<file path="config.mk">
export PLATFORM = sky130hd
export DESIGN_NAME = mem_port_arbiter
export DESIGN_NICKNAME = d
export VERILOG_FILES = /design/src/rtl/mem_port_arbiter.sv
export SDC_FILE = /design/constraint.sdc
export NUM_CORES = 1
export LEC_CHECK = 0
export CAP_MARGIN = 20
export CORE_UTILIZATION = 37
export CTS_CLUSTER_SIZE = 24
export DETAILED_ROUTE_END_ITERATION = 12
export GPL_TIMING_DRIVEN = 0
export PLACE_DENSITY_LB_ADDON = 0.08
export SLEW_MARGIN = 40
export SYNTH_ARGS = -nofsm -noshare
export SYNTH_HDL_FRONTEND = slang
export SYNTH_SLANG_ARGS = --single-unit
</file>
<file path="constraint.sdc">
create_clock -name clk -period 2.2 [get_ports clk]
set_clock_uncertainty 0.2 [all_clocks]
set_input_delay 0.66 -clock clk [delete_from_list [all_inputs] [get_ports clk]]
set_output_delay 0.66 -clock clk [all_outputs]
set_load 0.05 [all_outputs]
</file>
<file path="src/rtl/mem_port_arbiter.sv">
// Round-robin arbiter that puts a core data port and a return-address-stack spill/fill
// port onto one memory port, one transaction at a time, with a timeout on m_rdy.
module mem_port_arbiter #(
  parameter int unsigned TIMEOUT  = 255,
  parameter logic [31:0] ERR_DATA = 32'hDEAD_BEEF
) (
  input  logic        clk,
  input  logic        Rst,
  input  logic        c_req,
  input  logic        c_we,
  input  logic [31:0] c_addr,
  input  logic [31:0] c_wdata,
  input  logic [3:0]  c_be,
  output logic [31:0] c_rdata,
  output logic        c_ack,
  output logic        c_hold,
  input  logic        r_req,
  input  logic        r_we,
  input  logic [31:0] r_addr,
  input  logic [31:0] r_wdata,
  output logic [31:0] r_rdata,
  output logic        r_ack,
  output logic        m_en,
  output logic        m_we,
  output logic [3:0]  m_be,
  output logic [31:0] m_addr,
  output logic [31:0] m_wdata,
  input  logic [31:0] m_rdata,
  input  logic        m_rdy,
  output logic        err,
  input  logic        err_clr
);

  typedef enum logic [1:0] {IDLE, ISSUE, WAIT, RESP} state_t;

  localparam logic [15:0] TIMEOUT_CNT = 16'(TIMEOUT);

  state_t      state_q, state_d;
  logic        gnt_q, gnt_d;    // 0 = core, 1 = RAS
  logic        prio_q, prio_d;  // requester that wins a tie
  logic [15:0] cnt_q, cnt_d;
  logic        err_q, err_d;
  logic        m_we_q, m_we_d;
  logic [3:0]  m_be_q, m_be_d;
  logic [31:0] m_addr_q, m_addr_d;
  logic [31:0] m_wdata_q, m_wdata_d;
  logic [31:0] c_rdata_q, c_rdata_d;
  logic [31:0] r_rdata_q, r_rdata_d;
  logic        win;
  logic        set_err;
  logic [31:0] resp_data;
  logic        resp_load;

  always_comb begin
    state_d   = state_q;
    gnt_d     = gnt_q;
    prio_d    = prio_q;
    cnt_d     = cnt_q;
    m_we_d    = m_we_q;
    m_be_d    = m_be_q;
    m_addr_d  = m_addr_q;
    m_wdata_d = m_wdata_q;
    c_rdata_d = c_rdata_q;
    r_rdata_d = r_rdata_q;
    win       = 1'b0;
    set_err   = 1'b0;
    resp_data = m_rdata;
    resp_load = 1'b0;

    case (state_q)
      IDLE: begin
        if (c_req || r_req) begin
          win       = (c_req && r_req) ? prio_q : r_req;
          gnt_d     = win;
          m_we_d    = win ? r_we    : c_we;
          m_addr_d  = win ? r_addr  : c_addr;
          m_wdata_d = win ? r_wdata : c_wdata;
          m_be_d    = win ? 4'hF    : c_be;
          cnt_d     = 16'd0;
          state_d   = ISSUE;
        end
      end
      ISSUE, WAIT: begin
        // A real completion beats a timeout landing in the same cycle.
        if (m_rdy) begin
          resp_load = 1'b1;
          state_d   = RESP;
        end else if (cnt_q == TIMEOUT_CNT) begin
          resp_data = ERR_DATA;
          resp_load = 1'b1;
          set_err   = 1'b1;
          state_d   = RESP;
        end else begin
          cnt_d   = cnt_q + 16'd1;
          state_d = WAIT;
        end
      end
      RESP: begin
        prio_d  = ~gnt_q;
        state_d = IDLE;
      end
      default: state_d = IDLE;
    endcase

    if (resp_load) begin
      if (gnt_q) r_rdata_d = resp_data;
      else       c_rdata_d = resp_data;
    end

    err_d = err_q;
    if (err_clr) err_d = 1'b0;
    if (set_err) err_d = 1'b1;
  end

  always_ff @(posedge clk) begin
    if (Rst) begin
      state_q   <= IDLE;
      gnt_q     <= 1'b0;
      prio_q    <= 1'b0;
      cnt_q     <= 16'd0;
      err_q     <= 1'b0;
      m_we_q    <= 1'b0;
      m_be_q    <= 4'h0;
      m_addr_q  <= 32'd0;
      m_wdata_q <= 32'd0;
      c_rdata_q <= 32'd0;
      r_rdata_q <= 32'd0;
    end else begin
      state_q   <= state_d;
      gnt_q     <= gnt_d;
      prio_q    <= prio_d;
      cnt_q     <= cnt_d;
      err_q     <= err_d;
      m_we_q    <= m_we_d;
      m_be_q    <= m_be_d;
      m_addr_q  <= m_addr_d;
      m_wdata_q <= m_wdata_d;
      c_rdata_q <= c_rdata_d;
      r_rdata_q <= r_rdata_d;
    end
  end

  assign m_en    = (state_q == ISSUE);
  assign m_we    = m_we_q;
  assign m_be    = m_be_q;
  assign m_addr  = m_addr_q;
  assign m_wdata = m_wdata_q;
  assign c_ack   = (state_q == RESP) && !gnt_q;
  assign r_ack   = (state_q == RESP) &&  gnt_q;
  assign c_hold  = c_req & ~c_ack;
  assign c_rdata = c_rdata_q;
  assign r_rdata = r_rdata_q;
  assign err     = err_q;

endmodule

</file>
==> results of run 1 <==
==> worst max-delay path: stages, from the launching register on <==
cell and delay [ps]:
dfxtp_2 340, ha_4 170, buf_6 110, nor2b_4 120
nor2_2 90, buf_6 170
==> path summary, 6_finish.rpt <==
| check | startpoint | endpoint | slack (ps) |
|---|---|---|---|
| worst max-delay path | state_q[0] | c_hold | -90 |
| worst min-delay path | r_rdata[6] | r_rdata[6] | 260 |
| worst max register to register | state_q[0] | cnt_q[11] | 70 |
| worst min register to register | r_rdata[6] | r_rdata[6] | 260 |
==> kinds of logic (layout without fill, tap and decap cells) <==
family / after synthesis / after routing / share of synthesized area
compound gates: 205 / 205 / 0.235
xor+xnor: 8 / 8 / 0.0109
fa+ha+maj: 4 / 4 / 0.00777
buf+inv: 70 / 416 / 0.0595
flops: 154 / 154 / 0.479
mux: 2 / 2 / 0.00311
other cells: 0 / 1 / 0
simple gates: 305 / 305 / 0.205
==> cells in the mapped netlist, drive strengths merged, types with 2 or more instances <==
cell and number:
inv 7, or3 2, and2 3, o211ai 3, or3b 2, nor3b 2, or2 2, a311oi 65
mux2i 2, or4 3, buf 20, o2bb2ai 8, nand2 151, dlygate4sd1 2, xnor2 3, dfxtp 154
clkbuf 41, a21oi 54, nor3 9, a21o 2, nor4 3, a32o 8, nand4 4, nand3 6
o21a 25, nor2 111, a211oi 25, o21ai 7, nand3b 2, and3 2, ha 4, o22ai 4
xor2 5
==> cell type report <==
cell class,count,share of cell area
Buffer,62,0.0374
Tap cell,220,0.0263
Sequential cell,154,0.295
Timing Repair Buffer,316,0.287
Antenna cell,1,0.000239
Clock buffer,21,0.0440
Clock inverter,10,0.0136
Multi-Input combinational cell,524,0.294
Inverter,7,0.00251
==> sequential cells by signal, summed over array words and instances (netlist names) <==
signal and count:
prio_q 1, m_wdata 32, cnt_q 16, r_rdata 32
m_addr 32, m_be 4, gnt_q 1, c_rdata 32
state_q 2, m_we 1, err 1
==> per-stage QoR <==
stage	TNS [ps]	total power [mW]	util	hold slack, ps
floorplan	0	9.09	-	248
global placement	-96250	11.7	0.585	246
detailed placement	-97400	11.7	0.586	246
CTS	-204	14.4	0.620	262
global route	-390	15.2	0.624	280
finish	-101	14.5	0.624	258
==> power by group <==
group / switching (mW) / internal [mW] / total (mW)
sequential: 0.431 / 3.59 / 4.02
combinational: 5.13 / 2.34 / 7.47
clock: 1.19 / 1.84 / 3.04
total: 6.75 / 7.78 / 14.5
==> layer usage <==
layer / global-route usage / part of all wire / wire length, µm
met1: 0.284 / 0.39 / 8840
met2: 0.442 / 0.51 / 11600
met3: 0.0915 / 0.077 / 1730
met4: 0.0896 / 0.021 / 465
met5: 0 / 0 / 0
==> what timing repair did <==
| item | 4_1_cts | 5_1_grt |
|---|---|---|
| pin swaps | 2 | 3 |
| hold buffers | 0 | 0 |
| gates resized for setup | 216 | 136 |
| buffers inserted | 3 | 3 |
| endpoints found under the setup margin | 271 | 190 |
| cloned | 0 | 1 |
==> results.json, run 1 <==
{
  "slew_violations": 0,
  "chipHeight_um": 134,
  "core_mm2": 0.0168,
  "cts_tree": "done",
  "antenna_found_initial": 1,
  "track_usage": 0.254,
  "cts-root-buf": "clkbuf_16",
  "ctsHtreeMaxLevel": 4,
  "fp.dieArea_mm2": 0.0179,
  "setup_violations": 2,
  "slew_headroom": 0.579,
  "portBuffers": 309,
  "multi_input_area_mm2": 0.00307,
  "regArea_mm2": 0.00309,
  "period_minus_slack_ps": 2290,
  "grt_pass1_vias": 6403,
  "num_rows": 47,
  "ant_nets": 0,
  "max_freq_mhz": 437,
  "yosys_warnings": 0,
  "cp_data_arrival_time_ps": 1430,
  "clk_latency_ps": 430,
  "finalHoldViolCount": 0,
  "fin_crit_sh": 1.04,
  "dieWidth_um": 134,
  "drtPass1Iterations": 4,
  "final_cell_area_mm2": 0.0105,
  "fin_ws_ps": -89.1,
  "setup.worst_path.start_class": "register",
  "synth-async-reset-ratio": 0,
  "required_ps": 1340,
  "synthCells": 748,
  "ios": 310,
  "peakVddDrop_v": 0.000860,
  "status": "complete, but fails checks",
  "drc_errors": 0,
  "grt_max_degree": 17,
  "seq_area_frac_synth": 0.479,
  "nNetsFinal": 1258,
  "violations": "setup timing",
  "most-common-layout-cells": "170 x clkdlybuf4s50_1, 150 x nand2_1, 150 x dfxtp_1",
  "wirelength_mm": 22.6,
  "dp.cells": 1277,
  "via_per_inst": 5.05,
  "clock_sinks": 154,
  "cp_max_fo": 3,
  "synth_seq_cells": 154,
  "nFillCells": 1555,
  "synth-edff-count": 0,
  "synth_top_area_cell": "dfxtp_1",
  "p_leak_nw": 4.24,
  "pre_cts_ws_ps": -968,
  "maxCapViolations": 0,
  "clockBufferDepth": 2,
  "initial_core_util": 0.384,
  "overflow": 0,
  "wl_per_cell_um": 17.2,
  "p_per_area_mw_per_mm2": 1390,
  "yosysUniqueCellTypes": 56,
  "tightestPinTransition_ps": 627,
  "path_class": "reg -> out",
  "gp_congestion": 0.872,
  "rsz0062_at_grt": "yes",
  "grt_pass1_wl_mm": 34.6,
  "clk_pin_slew_ps": 60,
  "end_kind": "output port",
  "syn-num-nets": 924,
  "yosys-top-cells-area": "dfxtp_1 48%, a311oi_1 8.8%, nand2_1 8.7%",
  "final_common_cell": "clkdlybuf4s50_1",
  "drt_iter0_markers": 297,
  "worst-r2r-cell-count": 8,
  "syn2layout_area_growth_pct": 62.5,
  "hold_path_depth": 1,
  "drive_above_1_share": 0.127,
  "detailed_place.area_mm2": 0.00982,
  "syn-cell-area_mm2": 0.00644,
  "min_path_type": "reg -> reg",
  "synth_top_area_share": 0.479,
  "dp_hpwl_mm": 17.2,
  "synth_flop_cell": "dfxtp_1",
  "instances_no_fill": 1315,
  "avgSynthCellArea_um2": 8.61,
  "vias": 6647,
  "cts-buffers-inserted": 17
}
Power figures use the tool's default switching activity.
==> run 2: changes to the inputs <==
Settings changed: CORE_MARGIN set to 4.
==> run 2 against run 1 <==
Worst setup slack better by 110 ps. The run now ends clean. Highest routed layer unchanged. Cell count is 0.15% lower. Final area is 0.67% lower. Core utilization is 0.63 points lower. Critical endpoint unchanged.
==> results.json, run 2 (synthesized netlist as in run 1, its figures left out) <==
{
  "cts-buffers-inserted": 17,
  "overflow": 0,
  "gp_congestion": 0.850,
  "hold_ws_ps": 264,
  "grt_pass1_wl_mm": 36.8,
  "final_cell_area_mm2": 0.0104,
  "hold_path_depth": 1,
  "max_freq_mhz": 459,
  "wl_per_cell_um": 18.3,
  "dp.cells": 1277,
  "drc_errors": 0,
  "tightestPinTransition_ps": 617,
  "peakVddDrop_v": 0.000738,
  "path_class": "reg -> out",
  "clk_pin_slew_ps": 60,
  "nNetsFinal": 1255,
  "initial_core_util": 0.383,
  "end_kind": "output port",
  "most-common-layout-cells": "169 x clkdlybuf4s50_1, 151 x dfxtp_1, 150 x nand2_1",
  "cp_slowest_cell": "dfxtp_2",
  "setup_violations": 0,
  "slew_headroom": 0.586,
  "p_per_area_mw_per_mm2": 1380,
  "cts_hold_buffers": 0,
  "wirelength_mm": 24.0,
  "clockBufferDepth": 2,
  "finalHoldViolCount": 0,
  "syn2layout_area_growth_pct": 61.4,
  "slew_violations": 0,
  "pre_cts_ws_ps": -950,
  "dp_hpwl_mm": 18.5,
  "instances_no_fill": 1313,
  "setup.worst_path.start_class": "register",
  "crit_family": "flip-flops",
  "cts-root-buf": "clkbuf_16",
  "drive_above_1_share": 0.119,
  "worst-path-buf-inv": 1,
  "worst-r2r-cell-count": 8,
  "status": "finished, final reports clean",
  "clock_sinks": 154,
  "fp.dieArea_mm2": 0.0196,
  "maxCapViolations": 0,
  "fin_crit_sh": 0.991,
  "final_common_cell": "clkdlybuf4s50_1",
  "grt_pass1_vias": 6697,
  "num_rows": 47,
  "ios": 310,
  "core_mm2": 0.0168,
  "period_minus_slack_ps": 2180,
  "chipHeight_um": 140,
  "crit_path_max_incr_delay_ps": 340,
  "cts_tree": "done",
  "via_per_inst": 5.08,
  "antenna_found_initial": 1,
  "drt_iter0_markers": 286,
  "p_total_mw": 14.3,
  "clk_latency_ps": 430,
  "required_ps": 1340,
  "detailed_place.area_mm2": 0.00982,
  "drtPass1Iterations": 4,
  "p_leak_nw": 4.17,
  "ant_nets": 0,
  "rsz0062_at_grt": "yes",
  "cp_data_arrival_time_ps": 1320,
  "track_usage": 0.240,
  "portBuffers": 309,
  "grt_max_degree": 17,
  "crit_cells": 4,
  "dieWidth_um": 140,
  "ctsHtreeMaxLevel": 4,
  "cp_max_fo": 4,
  "min_path_type": "reg -> reg",
  "vias": 6668,
  "fin_ws_ps": 20.2,
  "cp_cell_sequence": "ha_4 -> nor2b_4 -> nor2_2 -> buf_6"
}
==> run 2: changes by cell type in the layout (fill, tap and decap cells not counted), moves of 3 or more <==
cell             change
clkbuf_1             +6
clkbuf_2             -8
clkbuf_4             -3
clkdlybuf4s15_1      +3
clkdlybuf4s15_2      +4
clkinvlp_4           +3
dlygate4sd2_1        -5
==> run 2: power breakdown <==
group          switching (mW)  internal [mW]  total, mW
registers               0.424           3.59       4.02
logic                    5.17           2.30       7.47
clock network            1.20           1.61       2.81
==> run 2: path summary, 6_finish.rpt <==
kind         startpoint    endpoint  slack [ps]
max          state_q[0]      c_hold          20
min          r_rdata[9]  r_rdata[9]         260
max reg2reg  state_q[0]   cnt_q[11]          90
min reg2reg  r_rdata[9]  r_rdata[9]         260
==> run 2: routing by layer <==
metal / global-route usage / routed length (µm) / up-vias / share of wire
met5: 0 / 0 / - / 0
met4: 0.101 / 937 / 0 / 0.039
met3: 0.104 / 2170 / 51 / 0.090
met2: 0.409 / 11900 / 235 / 0.49
met1: 0.262 / 9040 / 3059 / 0.38
li1: - / - / 3323 / -
==> run 2: per-stage QoR <==
stage | TNS, ps | util
floorplan | 0 | -
global placement | -95790 | 0.583
detailed placement | -96560 | 0.584
CTS | -6.52 | 0.615
global route | -137 | 0.618
finish | 0 | 0.618
==> run 2: worst register-to-register path: stages, from the launching register on <==
cell     delay, ps
dfxtp_2        370
inv_1           90
ha_4           310
nor2_1          90
nor3_4         220
o21ai_2        120
buf_6          160
or3b_1         340
a21oi_1        150
==> run 2: timing repair <==
item                                    4_1_cts  5_1_grt
resized for setup                           226      118
pin swaps                                     3        2
endpoints found under the setup margin      278      201
setup buffers                                 2        2
==> run 2: cell type report <==
class,instances,area (µm²)
buffer,62,380
timing repair buffer,313,3000
tap,220,275
clock buffer,21,460
sequential,154,3090
antenna,1,2.50
fill,1555,6430
clock inverter,11,97.6
multi-input combinational,524,3060
inverter,7,26.3
==> run 3: changes to the inputs <==
Settings changed: CORE_MARGIN 4 to 2, SLEW_MARGIN 40 to not set.
==> run 3 against run 2 <==
Final area rose by 0.46%. Combinational power decreased by 1%. Clock-buffer cell count grew 3. Highest routed layer is now met5. Routed wire length shrank 3.9%. Die area fell by 5.6%. Register-to-register slack improved by 20 ps. Clock power grew 6%. Core utilization decreased by 1.0 points. Global-route usage up 0.70 points. Non-clock buffer count rose by 1. Critical path depth unchanged. Cell count up 0.38%.
==> results.json, run 3 (synthesized netlist as in run 1, its figures left out) <==
{
  "status": "finished, final reports clean",
  "initial_core_util": 0.375,
  "final_common_cell": "clkdlybuf4s50_1",
  "chipHeight_um": 136,
  "fin_crit_sh": 0.999,
  "drive_above_1_share": 0.103,
  "cp_data_arrival_time_ps": 1340,
  "setup_violations": 0,
  "ctsHtreeMaxLevel": 4,
  "nNetsFinal": 1256,
  "antenna_found_initial": 2,
  "tightestPinTransition_ps": 575,
  "period_minus_slack_ps": 2200,
  "dieWidth_um": 136,
  "wirelength_mm": 23.1,
  "p_per_area_mw_per_mm2": 1380,
  "track_usage": 0.247,
  "nFillCells": 1589,
  "grt_max_degree": 17,
  "cts-root-buf": "clkbuf_16",
  "via_per_inst": 4.98,
  "p_leak_nw": 4.37,
  "wl_per_cell_um": 17.5,
  "grt_pass1_vias": 6689,
  "cp_slowest_cell": "dfxtp_4",
  "final_cell_area_mm2": 0.0104,
  "cts_tree": "done",
  "ant_nets": 0,
  "cp_cell_sequence": "ha_4 -> nor2b_4 -> nor2_2 -> buf_6",
  "peakVddDrop_v": 0.000674,
  "overflow": 0,
  "final_util": 0.608,
  "detailed_place.area_mm2": 0.00982,
  "num_rows": 48,
  "dp_hpwl_mm": 17.5,
  "finalHoldViolCount": 0,
  "setup.worst_path.start_class": "register",
  "tns_ps": 0,
  "min_path_type": "reg -> reg",
  "end_kind": "output port",
  "fp.dieArea_mm2": 0.0185,
  "gp_congestion": 0.823,
  "slew_headroom": 0.614,
  "clock_sinks": 154,
  "crit_path_max_incr_delay_ps": 360,
  "core_mm2": 0.0172,
  "grt_pass1_wl_mm": 35.2,
  "slew_violations": 0,
  "drtPass1Iterations": 4,
  "drt_iter0_markers": 302,
  "clockBufferDepth": 2,
  "max_freq_mhz": 455,
  "most-common-layout-cells": "169 x clkdlybuf4s50_1, 151 x dfxtp_1, 150 x nand2_1",
  "ios": 310,
  "cts-buffers-inserted": 17,
  "path_class": "reg -> out",
  "portBuffers": 309,
  "required_ps": 1340,
  "maxCapViolations": 0,
  "drc_errors": 0,
  "cp_max_fo": 3,
  "p_total_mw": 14.4,
  "clk_latency_ps": 420,
  "rsz0062_at_grt": "yes",
  "vias": 6567,
  "syn2layout_area_growth_pct": 62.1,
  "clk_pin_slew_ps": 60
}
[run 3: worst paths after layout]
path                 endpoint  cells past startpoint         from  slack, ps
setup / recovery       c_hold                      4   state_q[1]          2
hold / removal    r_rdata[29]                      1  r_rdata[29]        260
setup reg to reg    cnt_q[13]                      7   state_q[1]        110
hold reg to reg   r_rdata[29]                      1  r_rdata[29]        260
[run 3: critical path: cells and delay by family (launching register included)]
kind / cells / cell delay (ps)
buf+inv: 1 / 170
flops: 1 / 360
fa+ha+maj: 1 / 170
simple gates: 2 / 240
[run 3: layout make-up]
cell class              instances  area, µm²  share of cell area
multi-input cells             524       3060               0.294
repair buffers                314       2990               0.286
clock buffers                  24        472              0.0452
flip-flops and latches        154       3090               0.296
inverters                       7       26.3             0.00252
clock inverters                 7        116              0.0111
well taps                     225        282              0.0270
plain buffers                  62        399              0.0382
diodes                          1       2.50            0.000240
[run 3: routing by layer]
metal | global-route usage | wire [µm] | vias to the layer above
met1 | 0.267 | 9080 | 3029
met2 | 0.453 | 11900 | 182
li1 | - | - | 3329
met4 | 0.0608 | 378 | 2
met3 | 0.0940 | 1730 | 25
met5 | 0 | 13 | -
[run 3: power by group]
part | total (mW) | switching (mW) | internal, mW
Combinational | 7.38 | 5.13 | 2.25
Clock | 2.98 | 1.14 | 1.84
Sequential | 4.01 | 0.414 | 3.59
[run 3: what timing repair did]
action                                 CTS  global route
setup endpoints to repair              261           150
endpoints found under the hold margin    0             0
gates resized for setup                211            59
pin swaps                                4             4
setup buffers                            2             3
hold buffers                             0             0
[run 3: per-stage QoR]
step / hold slack (ps) / std cells / worst slack [ps]
final: 257 / 1318 / 1.61
after global routing: 272 / 1318 / -29.9
after CTS: 260 / 1314 / -9.70
after detailed placement: 245 / 1282 / -951
after global placement: 245 / 1282 / -974
after floorplan: 248 / 748 / 2.92
